===== src/rtl/gen_sweep_ctrl_pkg.sv =====
// gen_pkg: shared definitions for the function-generator control blocks.
//   - waveform mode codes driven to the generator driver
//   - sweep sequencer state encoding
//   - default word widths
package gen_pkg;

  localparam int FREQ_W_DEF  = 32;
  localparam int DWELL_W_DEF = 32;

  localparam logic [1:0] MODE_SQUARE = 2'b00;
  localparam logic [1:0] MODE_SINE   = 2'b01;
  localparam logic [1:0] MODE_TRI    = 2'b10;
  localparam logic [1:0] MODE_SAW    = 2'b11;

  typedef enum logic [2:0] {
    IDLE  = 3'd0,
    LOAD  = 3'd1,
    DWELL = 3'd2,
    STEP  = 3'd3,
    FIN   = 3'd4
  } sweep_state_t;

endpackage


===== src/rtl/gen_sweep_ctrl_if.sv =====
// gen_sweep_ctrl_if: config/control/driver bundle of the sweep sequencer.
//   master : user/config side (drives cfg_*, start, abort)
//   slave  : sequencer side (drives cfg_ready, mode, freq, freq_stb, busy, done)
interface gen_sweep_ctrl_if #(
  parameter int FREQ_W  = gen_pkg::FREQ_W_DEF,
  parameter int DWELL_W = gen_pkg::DWELL_W_DEF
);

  logic               cfg_valid;
  logic               cfg_ready;
  logic [1:0]         cfg_mode;
  logic [FREQ_W-1:0]  cfg_start_freq;
  logic [FREQ_W-1:0]  cfg_stop_freq;
  logic [FREQ_W-1:0]  cfg_step;
  logic [DWELL_W-1:0] cfg_dwell;
  logic               cfg_loop;
  logic               start;
  logic               abort;
  logic [1:0]         mode;
  logic [FREQ_W-1:0]  freq;
  logic               freq_stb;
  logic               busy;
  logic               done;

  modport master (
    output cfg_valid, cfg_mode, cfg_start_freq, cfg_stop_freq, cfg_step,
           cfg_dwell, cfg_loop, start, abort,
    input  cfg_ready, mode, freq, freq_stb, busy, done
  );

  modport slave (
    input  cfg_valid, cfg_mode, cfg_start_freq, cfg_stop_freq, cfg_step,
           cfg_dwell, cfg_loop, start, abort,
    output cfg_ready, mode, freq, freq_stb, busy, done
  );

endinterface


===== src/rtl/gen_sweep_ctrl_step_calc.sv =====
// sweep_step_calc: combinational next-frequency calculation for a sweep step.
//   i_freq   : current frequency
//   i_step   : step magnitude
//   i_stop   : final frequency of the sweep (clamp target)
//   i_dir_up : 1 = add step, 0 = subtract step
//   o_next   : freq +/- step, clamped to i_stop on overshoot or wrap
module sweep_step_calc #(
  parameter int FREQ_W = gen_pkg::FREQ_W_DEF
) (
  input  logic [FREQ_W-1:0] i_freq,
  input  logic [FREQ_W-1:0] i_step,
  input  logic [FREQ_W-1:0] i_stop,
  input  logic              i_dir_up,
  output logic [FREQ_W-1:0] o_next
);

  // One extra bit catches carry (up) and borrow (down) so a sweep
  // near the ends of the range never wraps to the far side.
  logic [FREQ_W:0] w_sum;
  logic [FREQ_W:0] w_diff;
  logic            w_clamp_up;
  logic            w_clamp_dn;

  assign w_sum      = {1'b0, i_freq} + {1'b0, i_step};
  assign w_diff     = {1'b0, i_freq} - {1'b0, i_step};
  assign w_clamp_up = w_sum[FREQ_W]  || (w_sum[FREQ_W-1:0]  > i_stop);
  assign w_clamp_dn = w_diff[FREQ_W] || (w_diff[FREQ_W-1:0] < i_stop);

  always_comb begin
    o_next = i_freq;
    if (i_dir_up) begin
      o_next = w_clamp_up ? i_stop : w_sum[FREQ_W-1:0];
    end else begin
      o_next = w_clamp_dn ? i_stop : w_diff[FREQ_W-1:0];
    end
  end

endmodule


===== src/rtl/gen_sweep_ctrl.sv =====
// gen_sweep_ctrl: frequency-sweep sequencer feeding the generator driver.
//   clk  : system clock
//   rst  : synchronous active-high reset
//   bus  : gen_sweep_ctrl_if.slave
//          cfg_* handshake (accepted in IDLE only), start/abort control,
//          mode/freq/freq_stb to the driver, busy/done status.
//
// state | meaning
// ------+-------------------------------------------------------------
// IDLE  | waiting for start; config accepted here only
// LOAD  | apply start_freq and mode, load dwell counter
// DWELL | hold current frequency while the counter runs down to 0
// STEP  | apply next (clamped) frequency, reload dwell counter
// FIN   | end of sweep: restart when looping, else pulse done
module gen_sweep_ctrl
  import gen_pkg::*;
#(
  parameter int FREQ_W  = FREQ_W_DEF,
  parameter int DWELL_W = DWELL_W_DEF
) (
  input logic             clk,
  input logic             rst,
  gen_sweep_ctrl_if.slave bus
);

  sweep_state_t       r_state;
  sweep_state_t       w_state_nxt;

  logic [FREQ_W-1:0]  r_start;
  logic [FREQ_W-1:0]  r_stop;
  logic [FREQ_W-1:0]  r_step;
  logic [DWELL_W-1:0] r_dwell;
  logic [1:0]         r_mode_cfg;
  logic               r_loop;

  logic               r_dir_up;
  logic [DWELL_W-1:0] r_cnt;
  logic [FREQ_W-1:0]  r_freq;
  logic [1:0]         r_mode;
  logic               r_stb;
  logic               r_done;
  logic               r_busy;

  logic               w_cfg_ready;
  logic               w_cfg_xfer;
  logic [DWELL_W-1:0] w_dwell_m1;
  logic [FREQ_W-1:0]  w_next;
  logic               w_load;
  logic               w_step;
  logic               w_done_nxt;
  logic               w_busy_nxt;

  assign w_cfg_ready = (r_state == IDLE);
  assign w_cfg_xfer  = bus.cfg_valid && w_cfg_ready;
  // A dwell of 0 is held like a dwell of 1.
  assign w_dwell_m1  = (r_dwell == '0) ? '0 : (r_dwell - {{(DWELL_W-1){1'b0}}, 1'b1});

  sweep_step_calc #(.FREQ_W(FREQ_W)) u_step_calc (
    .i_freq   (r_freq),
    .i_step   (r_step),
    .i_stop   (r_stop),
    .i_dir_up (r_dir_up),
    .o_next   (w_next)
  );

  always_ff @(posedge clk) begin
    if (rst) r_state <= IDLE;
    else     r_state <= w_state_nxt;
  end

  always_comb begin
    w_state_nxt = r_state;
    w_load      = 1'b0;
    w_step      = 1'b0;
    w_done_nxt  = 1'b0;
    w_busy_nxt  = r_busy;
    case (r_state)
      IDLE: begin
        if (bus.start && !bus.abort) begin
          w_state_nxt = LOAD;
          w_busy_nxt  = 1'b1;
        end
      end
      LOAD: begin
        w_load      = 1'b1;
        w_state_nxt = DWELL;
      end
      DWELL: begin
        if (r_cnt == '0) begin
          w_state_nxt = ((r_freq == r_stop) || (r_step == '0)) ? FIN : STEP;
        end
      end
      STEP: begin
        w_step      = 1'b1;
        w_state_nxt = DWELL;
      end
      FIN: begin
        if (r_loop) begin
          w_state_nxt = LOAD;
        end else begin
          w_state_nxt = IDLE;
          w_done_nxt  = 1'b1;
          w_busy_nxt  = 1'b0;
        end
      end
      default: w_state_nxt = IDLE;
    endcase
    // Abort wins over every other transition and suppresses any update.
    if (bus.abort && (r_state != IDLE)) begin
      w_state_nxt = IDLE;
      w_load      = 1'b0;
      w_step      = 1'b0;
      w_done_nxt  = 1'b0;
      w_busy_nxt  = 1'b0;
    end
  end

  always_ff @(posedge clk) begin
    if (rst) begin
      r_start    <= '0;
      r_stop     <= '0;
      r_step     <= '0;
      r_dwell    <= '0;
      r_mode_cfg <= '0;
      r_loop     <= 1'b0;
    end else if (w_cfg_xfer) begin
      r_start    <= bus.cfg_start_freq;
      r_stop     <= bus.cfg_stop_freq;
      r_step     <= bus.cfg_step;
      r_dwell    <= bus.cfg_dwell;
      r_mode_cfg <= bus.cfg_mode;
      r_loop     <= bus.cfg_loop;
    end
  end

  always_ff @(posedge clk) begin
    if (rst) begin
      r_dir_up <= 1'b1;
      r_cnt    <= '0;
      r_freq   <= '0;
      r_mode   <= '0;
      r_stb    <= 1'b0;
      r_done   <= 1'b0;
      r_busy   <= 1'b0;
    end else begin
      r_stb  <= w_load || w_step;
      r_done <= w_done_nxt;
      r_busy <= w_busy_nxt;
      if (w_load) begin
        r_freq   <= r_start;
        r_mode   <= r_mode_cfg;
        r_dir_up <= (r_stop >= r_start);
      end else if (w_step) begin
        r_freq <= w_next;
      end
      if (w_load || w_step) begin
        r_cnt <= w_dwell_m1;
      end else if ((r_state == DWELL) && (r_cnt != '0)) begin
        r_cnt <= r_cnt - {{(DWELL_W-1){1'b0}}, 1'b1};
      end
    end
  end

  assign bus.cfg_ready = w_cfg_ready;
  assign bus.mode      = r_mode;
  assign bus.freq      = r_freq;
  assign bus.freq_stb  = r_stb;
  assign bus.busy      = r_busy;
  assign bus.done      = r_done;

endmodule


===== src/flat_wrapper.sv =====
// flat-port wrapper written by rule: the top's interface ports become plain ports
module gen_sweep_ctrl_flat import gen_pkg::*;
#(
  parameter int FREQ_W  = FREQ_W_DEF,
  parameter int DWELL_W = DWELL_W_DEF
)
  (clk, rst, bus_cfg_valid, bus_cfg_mode, bus_cfg_start_freq, bus_cfg_stop_freq, bus_cfg_step, bus_cfg_dwell, bus_cfg_loop, bus_start, bus_abort, bus_cfg_ready, bus_mode, bus_freq, bus_freq_stb, bus_busy, bus_done);
  gen_sweep_ctrl_if #(.FREQ_W(FREQ_W), .DWELL_W(DWELL_W)) bus_i ();
  input logic clk;
  input logic rst;
  input wire logic [$bits(bus_i.cfg_valid)-1:0] bus_cfg_valid;
  input wire logic [$bits(bus_i.cfg_mode)-1:0] bus_cfg_mode;
  input wire logic [$bits(bus_i.cfg_start_freq)-1:0] bus_cfg_start_freq;
  input wire logic [$bits(bus_i.cfg_stop_freq)-1:0] bus_cfg_stop_freq;
  input wire logic [$bits(bus_i.cfg_step)-1:0] bus_cfg_step;
  input wire logic [$bits(bus_i.cfg_dwell)-1:0] bus_cfg_dwell;
  input wire logic [$bits(bus_i.cfg_loop)-1:0] bus_cfg_loop;
  input wire logic [$bits(bus_i.start)-1:0] bus_start;
  input wire logic [$bits(bus_i.abort)-1:0] bus_abort;
  output wire logic [$bits(bus_i.cfg_ready)-1:0] bus_cfg_ready;
  output wire logic [$bits(bus_i.mode)-1:0] bus_mode;
  output wire logic [$bits(bus_i.freq)-1:0] bus_freq;
  output wire logic [$bits(bus_i.freq_stb)-1:0] bus_freq_stb;
  output wire logic [$bits(bus_i.busy)-1:0] bus_busy;
  output wire logic [$bits(bus_i.done)-1:0] bus_done;
  assign bus_i.cfg_valid = bus_cfg_valid;
  assign bus_i.cfg_mode = bus_cfg_mode;
  assign bus_i.cfg_start_freq = bus_cfg_start_freq;
  assign bus_i.cfg_stop_freq = bus_cfg_stop_freq;
  assign bus_i.cfg_step = bus_cfg_step;
  assign bus_i.cfg_dwell = bus_cfg_dwell;
  assign bus_i.cfg_loop = bus_cfg_loop;
  assign bus_i.start = bus_start;
  assign bus_i.abort = bus_abort;
  assign bus_cfg_ready = bus_i.cfg_ready;
  assign bus_mode = bus_i.mode;
  assign bus_freq = bus_i.freq;
  assign bus_freq_stb = bus_i.freq_stb;
  assign bus_busy = bus_i.busy;
  assign bus_done = bus_i.done;
  gen_sweep_ctrl #(.FREQ_W(FREQ_W), .DWELL_W(DWELL_W)) u_core (.clk(clk), .rst(rst), .bus(bus_i));
endmodule

===== config.mk =====
export PLATFORM = sky130hd
export DESIGN_NAME = gen_sweep_ctrl_flat
export DESIGN_NICKNAME = d
export VERILOG_FILES = /design/src/rtl/gen_sweep_ctrl_pkg.sv /design/src/rtl/gen_sweep_ctrl_if.sv /design/src/rtl/gen_sweep_ctrl_step_calc.sv /design/src/rtl/gen_sweep_ctrl.sv /design/src/flat_wrapper.sv
export SDC_FILE = /design/constraint.sdc
export NUM_CORES = 1
export LEC_CHECK = 0
export ABC_AREA = 1
export CORE_ASPECT_RATIO = 0.8
export CORE_MARGIN = 5
export CORE_UTILIZATION = 45
export DETAILED_ROUTE_END_ITERATION = 7
export GPL_ROUTABILITY_DRIVEN = 0
export PLACE_DENSITY_LB_ADDON = 0.05
export SETUP_SLACK_MARGIN = 0.3
export SLEW_MARGIN = 15
export SYNTH_ARGS = -nofsm -noshare
export SYNTH_HDL_FRONTEND = slang
export SYNTH_SLANG_ARGS = --single-unit

===== constraint.sdc =====
create_clock -name clk -period 4.2 [get_ports clk]
set_input_delay 1.26 -clock clk [delete_from_list [all_inputs] [get_ports clk]]
set_output_delay 1.26 -clock clk [all_outputs]
set_load 0.02 [all_outputs]

== Word-level counts from Yosys, hierarchy flattened ==
Cells that the tools add are included.
Word-level totals
  output and inout port bits: 38
  logic and storage cells: 74
  register bits: 204
Cells by class
  bitwise operators: 1
  add/subtract/negate cells: 4
  eq/ne operators: 8
  multiplexer cells: 21
  magnitude comparators: 3
  reductions and logical operators: 23
Operator list (number)
  32-bit two-way mux: 8
  32-bit logical NOT: 3
  32-bit by 1-bit subtractor with 32-bit output, second input constant: 2
  32-bit by 32-bit adder with 33-bit output: 1
  32-bit by 32-bit subtractor with 33-bit output: 1
  32-bit == test: 1
  32-bit greater-or-equal comparator: 1
  32-bit > comparator: 1
  32-bit < comparator: 1
  32-bit nonzero test: 1
  3-bit one-hot mux with 4 select lines: 1
  3-bit two-way mux: 3
  1-bit two-way mux: 8
  3-bit by 2-bit == test with 1-bit output, second input constant: 2
  2-bit nonzero test: 3
  1-bit logical AND: 4
  1-bit logical OR: 4
  2-bit inequality test, second input constant: 2
  2-bit OR reduction: 2
  3-bit by 1-bit == test with 1-bit output, second input constant: 1
  3-bit == test, second input constant: 1
  3-bit logical NOT: 1
  3-bit AND reduction: 1
  3-bit nonzero test: 1
  6 further kinds: 6

== Logic depth before layout (Yosys ltp) ==
Gate-level depths: netlist of the first run.
  word-level depth: 7
  gate-level depth with buffers: 32
  gate-level depth less buffers: 30

== Cells and area by module ==
A second synthesis of the first run with hierarchy kept.
Second synthesis, totals
  cells, all modules: 3172
  area total of the unflattened synthesis: 18855.6 um2
Modules (own cells, without submodules)
  gen_sweep_ctrl: area each 10725.3 um2, cells an instance 1538, times used 1
  sweep_step_calc: area each 8130.3 um2, cells an instance 1634, times used 1

== Worst setup path after synthesis of the first run ==
Ideal clock, no wire load.
  path type: reg2reg
  start: register u_core.r_freq[16] (netlist: u_core.bus.freq[16])
  end: register u_core.r_freq[22] (netlist: u_core.bus.freq[22])
  required time: 4.068 ns
  arrival time: 3.355 ns
  library setup time: 0.132 ns
  path buffers: 2
  path slack: 0.713 ns
  period minus slack after synthesis: 3.487 ns
  stages on the path, launching flop included: 26
  path through: dfxtp_1 -> ha_1 -> buf_2 -> nor2_1 -> inv_1 -> nor3_1 -> nand2_1 -> nor2_1 -> nand2_1 -> nand2_1 -> nand2_1 -> nand2_1 -> inv_1 -> ha_1 -> nand2_1 -> nor2_1 -> nand2_1 -> nor2_1 -> nand4_1 -> nand2_1 -> clkbuf_1 -> nand3_1 -> nand3_1 -> nand3_1 -> nand2_1 -> a21oi_1
On the way
  cells in the longest elaborated chain, start to end: 7
  elaborated cells on any way between the ends: 11
  classes of those cells: 2 x add/sub; 2 x order compare; 5 x mux; 2 x reduce/logical
RTL lines
  start: declaration: line gen_sweep_ctrl.sv:38  | logic [FREQ_W-1:0] r_freq;
  start signal: assignment: line gen_sweep_ctrl.sv:150  | r_freq <= r_start;
  start signal: assignment: line gen_sweep_ctrl.sv:154  | r_freq <= w_next;
  32-bit by 32-bit subtractor with 33-bit output or 32-bit by 32-bit adder with 33-bit output (tied branches): line gen_sweep_ctrl_step_calc.sv:25, gen_sweep_ctrl_step_calc.sv:24
  32-bit < comparator or 32-bit > comparator (tied branches): line gen_sweep_ctrl_step_calc.sv:27, gen_sweep_ctrl_step_calc.sv:26
  1-bit logical OR, on equally long branches: line gen_sweep_ctrl_step_calc.sv:27, gen_sweep_ctrl_step_calc.sv:26
  32-bit two-way mux, on equally long branches: line gen_sweep_ctrl_step_calc.sv:34, gen_sweep_ctrl_step_calc.sv:32
  32-bit two-way mux (*): line gen_sweep_ctrl_step_calc.sv:31  | if (i_dir_up) begin
  32-bit two-way mux (*): line gen_sweep_ctrl.sv:153  | end else if (w_step) begin
  32-bit two-way mux (*): line gen_sweep_ctrl.sv:149  | if (w_load) begin
Mark *: on every way between the ends. The rest lies on a longest branch, timed or not. The select of a mux whose other input is x is not followed.
A chain may end at the register's enable or synchronous reset.

== Worst setup path after layout of the first run ==
  start: register u_core.r_freq[11] (netlist: u_core.bus.freq[11])
  end: register u_core.r_freq[31] (netlist: u_core.bus.freq[31])
Same word-level chain as after synthesis.

==> results of run 1 <==
repair_timing:
item / 4_1_cts / 5_1_grt
pin swaps: 2 / 83
gates resized for setup: 54 / 381
setup buffers: 2 / 45
cloned: 0 / 3
endpoints found under the setup margin: 32 / 32
kinds of logic (layout without fill, tap and decap cells):
kind of cell | count (synthesis) | after routing
buffers and inverters | 595 | 815
AND/OR/NAND/NOR | 1394 | 1394
flip-flops | 204 | 204
AO/OA/AOI/OAI | 573 | 573
adder cells (fa/ha/maj) | 163 | 163
XOR/XNOR | 73 | 73
report_power, final:
part | switching, uW | internal, uW | leakage [uW]
clock network | 943 | 1210 | 0.000379
logic | 5400 | 3100 | 0.00897
registers | 369 | 2360 | 0.00170
total | 6710 | 6660 | 0.0110
worst max-delay path, cell delays in order (launching register included):
cell and delay [ns]:
dfxtp_1 0.37, buf_4 0.20, ha_1 0.22, nand2_1 0.07
nand2_1 0.08, nand2_1 0.10, nand2_1 0.11, a21oi_1 0.21
nand2_2 0.14, nand2_2 0.12, nand3_1 0.09, nand2_2 0.10
inv_1 0.05, ha_1 0.31, a21oi_2 0.13, o21a_1 0.15
nand2_1 0.11, a21oi_2 0.15, nand2_1 0.10, nand2_4 0.15
buf_12 0.14, buf_8 0.13, nand3_1 0.07, nand3_1 0.08
nand3_1 0.08, nand2_1 0.13, a21oi_1 0.06
how the worst min path moves through the flow:
stage / startpoint / endpoint / slack, ns / depth (start not counted)
floorplan: u_core.r_mode_cfg[0] / u_core.bus.mode[0] / 0.43 / 2
detailed placement: u_core.r_mode_cfg[0] / u_core.r_mode_cfg[0] / 0.45 / 2
global placement: u_core.r_mode_cfg[1] / u_core.bus.mode[1] / 0.44 / 2
CTS: u_core.r_mode_cfg[0] / u_core.r_mode_cfg[0] / 0.46 / 2
global route: u_core.r_mode_cfg[1] / u_core.bus.mode[1] / 0.50 / 2
finish: u_core.r_mode_cfg[1] / u_core.r_mode_cfg[1] / 0.46 / 2
synth_stat cells (8+ instances only):
cell type	n
ha_1	161
o21ai_0	217
nand2_2	8
or2_2	12
nor3_1	26
nand4_1	39
a21oi_1	311
and2_1	9
dfxtp_1	204
buf_4	8
nor4_1	10
nor2_1	218
xor2_1	45
o21bai_1	8
nand3b_1	11
buf_2	36
xnor2_1	28
inv_1	462
nand2_1	805
clkbuf_1	70
nand3_1	238
cells in the final DEF (no fill, tap or decap), types with 16 or more instances in the layout:
cell type / n
nand2_2: 88
clkdlybuf4s50_1: 172
dfxtp_1: 164
nand4_1: 39
dfxtp_2: 37
ha_4: 33
ha_1: 122
nor3_1: 23
clkbuf_16: 28
o21ai_0: 208
xnor2_1: 28
nor2_4: 34
xor2_1: 38
nand2_4: 16
inv_1: 428
inv_2: 35
a21oi_2: 22
buf_4: 108
a21oi_1: 289
nor2_1: 152
nand2_1: 710
nand3_1: 223
nor2_2: 43
registers in the layout (all words and copies together) (netlist names), 2 cells and up:
signal and cells:
u_core.r_dwell 32, u_core.r_state 3, u_core.r_start 32, u_core.bus.freq 32
u_core.r_cnt 32, u_core.r_mode_cfg 2, u_core.bus.mode 2, u_core.r_stop 32
u_core.r_step 32
through the flow:
step	hold WS [ns]	instance area (um^2)	worst slack [ns]	std cells	total power, uW
floorplan	0.430	18100	0.713	3002	7920
global placement	0.438	20500	0.0870	3665	9880
detailed placement	0.453	20500	0.0281	3665	10000
CTS	0.462	21500	0.311	3710	12300
global route	0.501	23300	0.232	3758	14400
finish	0.461	23300	0.414	3758	13400
routing by layer:
layer  share of wire [%]  vias to the layer above  track usage (%)  routed length [um]
li1                    -                    10000                -                   -
met1                  45                     9546             46.2               33000
met2                  41                     1106             43.2               29900
met3                  11                      133             6.13                7690
met4                 3.4                        2             9.82                2480
met5              0.0096                        -                0                   7
cell type report:
class / instances / area (um^2)
multi-input combinational: 2203 / 13000
clock buffer: 32 / 682
inverter: 466 / 1760
sequential: 204 / 4140
clock inverter: 11 / 97.6
tap: 536 / 671
timing repair buffer: 306 / 2920
fill: 3853 / 16300
==> impl_metrics.env, run 1 <==
export IMPL_status="completed"
export IMPL_yosys_area_share_xor_xnor_pct=3.54
export IMPL_synth_cell_types=50
export IMPL_max_clock_path_buffers=3
export IMPL_die_w_um=234
export IMPL_rows=65
export IMPL_io_buffers=173
export IMPL_syn_area_per_cell_um2=6.02
export IMPL_required_ns=4.59
export IMPL_ios=174
export IMPL_synthAdderAreaFrac_pct=11.4
export IMPL_critPathArrivalTime_ns=4.18
export IMPL_synthCells=3002
export IMPL_setup_tns_ns=0
export IMPL_synth_area_um2=18100
export IMPL_cts_root_buf="clkbuf_16"
export IMPL_reg2reg_from="u_core.bus.freq[11]"
export IMPL_clock_sinks=204
export IMPL_ctsHoldBuffers=0
export IMPL_fmax_ghz=0.264
export IMPL_vias_per_cell=5.54
export IMPL_min_period_ns=3.79
export IMPL_tightest_slew_ns=1.21
export IMPL_r2r_cells=26
export IMPL_clock_skew_ns=0.0217
export IMPL_grt_pass1_vias=18800
export IMPL_fin_crit_sh_pct=90.2
export IMPL_startpoint="u_core.bus.freq[11]"
export IMPL_maxCapViolCount=0
export IMPL_ir_drop_v=0.000310
export IMPL_critPathKind="reg -> reg"
export IMPL_reg2reg_slack_ns=0.41
export IMPL_r2r_end="u_core.bus.freq[31]"
export IMPL_drv_slew=0
export IMPL_start_util_pct=45.7
export IMPL_grt_total_usage_pct=30.6
export IMPL_maxSlewHeadroom_pct=19.2
export IMPL_ys_seq_area_share_pct=22.6
export IMPL_num_antenna_cells=0
export IMPL_synth_compound_area_share_pct=16.7
export IMPL_post_route_util_pct=58.8
export IMPL_routed_wl_um=73100
export IMPL_gr_total_overflow=0
export IMPL_setup_viol=0
export IMPL_hp_class="reg -> reg"
export IMPL_ant_nets=0
export IMPL_finalHoldViolCount=0
export IMPL_syn_num_nets=3301
export IMPL_synthMuxAreaShare_pct=0
export IMPL_dr_first_iter_drc_count=2560
export IMPL_synth_top_area_share_pct=22.6
export IMPL_dr_total_vias=20800
export IMPL_yosysTopAreaCell="dfxtp_1"
export IMPL_wl_per_cell_um=19.4
export IMPL_drc=0
export IMPL_dieHeight_um=189
export IMPL_core_um2=39600
export IMPL_grt_first_pass_wirelength_um=107000
export IMPL_cts_tree="done"
export IMPL_critPathLaunchType="register"
export IMPL_synth_seq_cells=204
export IMPL_grt_start_max_net_pins=84
export IMPL_place_hpwl_um=56600
export IMPL_drive_gt1_share_pct=17.3
export IMPL_critPathCaptureType="register"
export IMPL_synthTopCellsByArea="dfxtp_1 (23%), nand2_1 (17%), ha_1 (11%)"
export IMPL_insertion_delay_ns=0.55
export IMPL_drtPass1Iterations=7
export IMPL_p_per_area_nw_per_um2=574
export IMPL_ys_flop_type="dfxtp_1"
export IMPL_numCtsBuffers=25
export IMPL_clk_pin_slew_ns=0.06
export IMPL_nNetsFinal=3505
export IMPL_synth_edf_count=0
export IMPL_dieArea_um2=44300
export IMPL_antenna_found_initial=1
export IMPL_synth_simple_area_share_pct=32.6
export IMPL_endpoint="u_core.bus.freq[31]"
export IMPL_rsz0062_at_grt="no"
export IMPL_htreeDepth=1
export IMPL_areaGrowthSynthToFinish_pct=28.8
export IMPL_synth_top_family_by_area="simple AND/OR/NAND/NOR gates"
export IMPL_crit_path_max_fanout=8
export IMPL_p_leak_uw=0.0110
export IMPL_yosys_warnings=0
export IMPL_async_reset_ff_share_pct=0
No activity file was read; power rests on OpenSTA's default activity.
==> run 2, diff against run 1 <==
Settings changed: HOLD_SLACK_MARGIN from default to 0.03.
==> results of run 2 <==
Same layout as run 1: the final DEF is identical, and so are final timing and power.
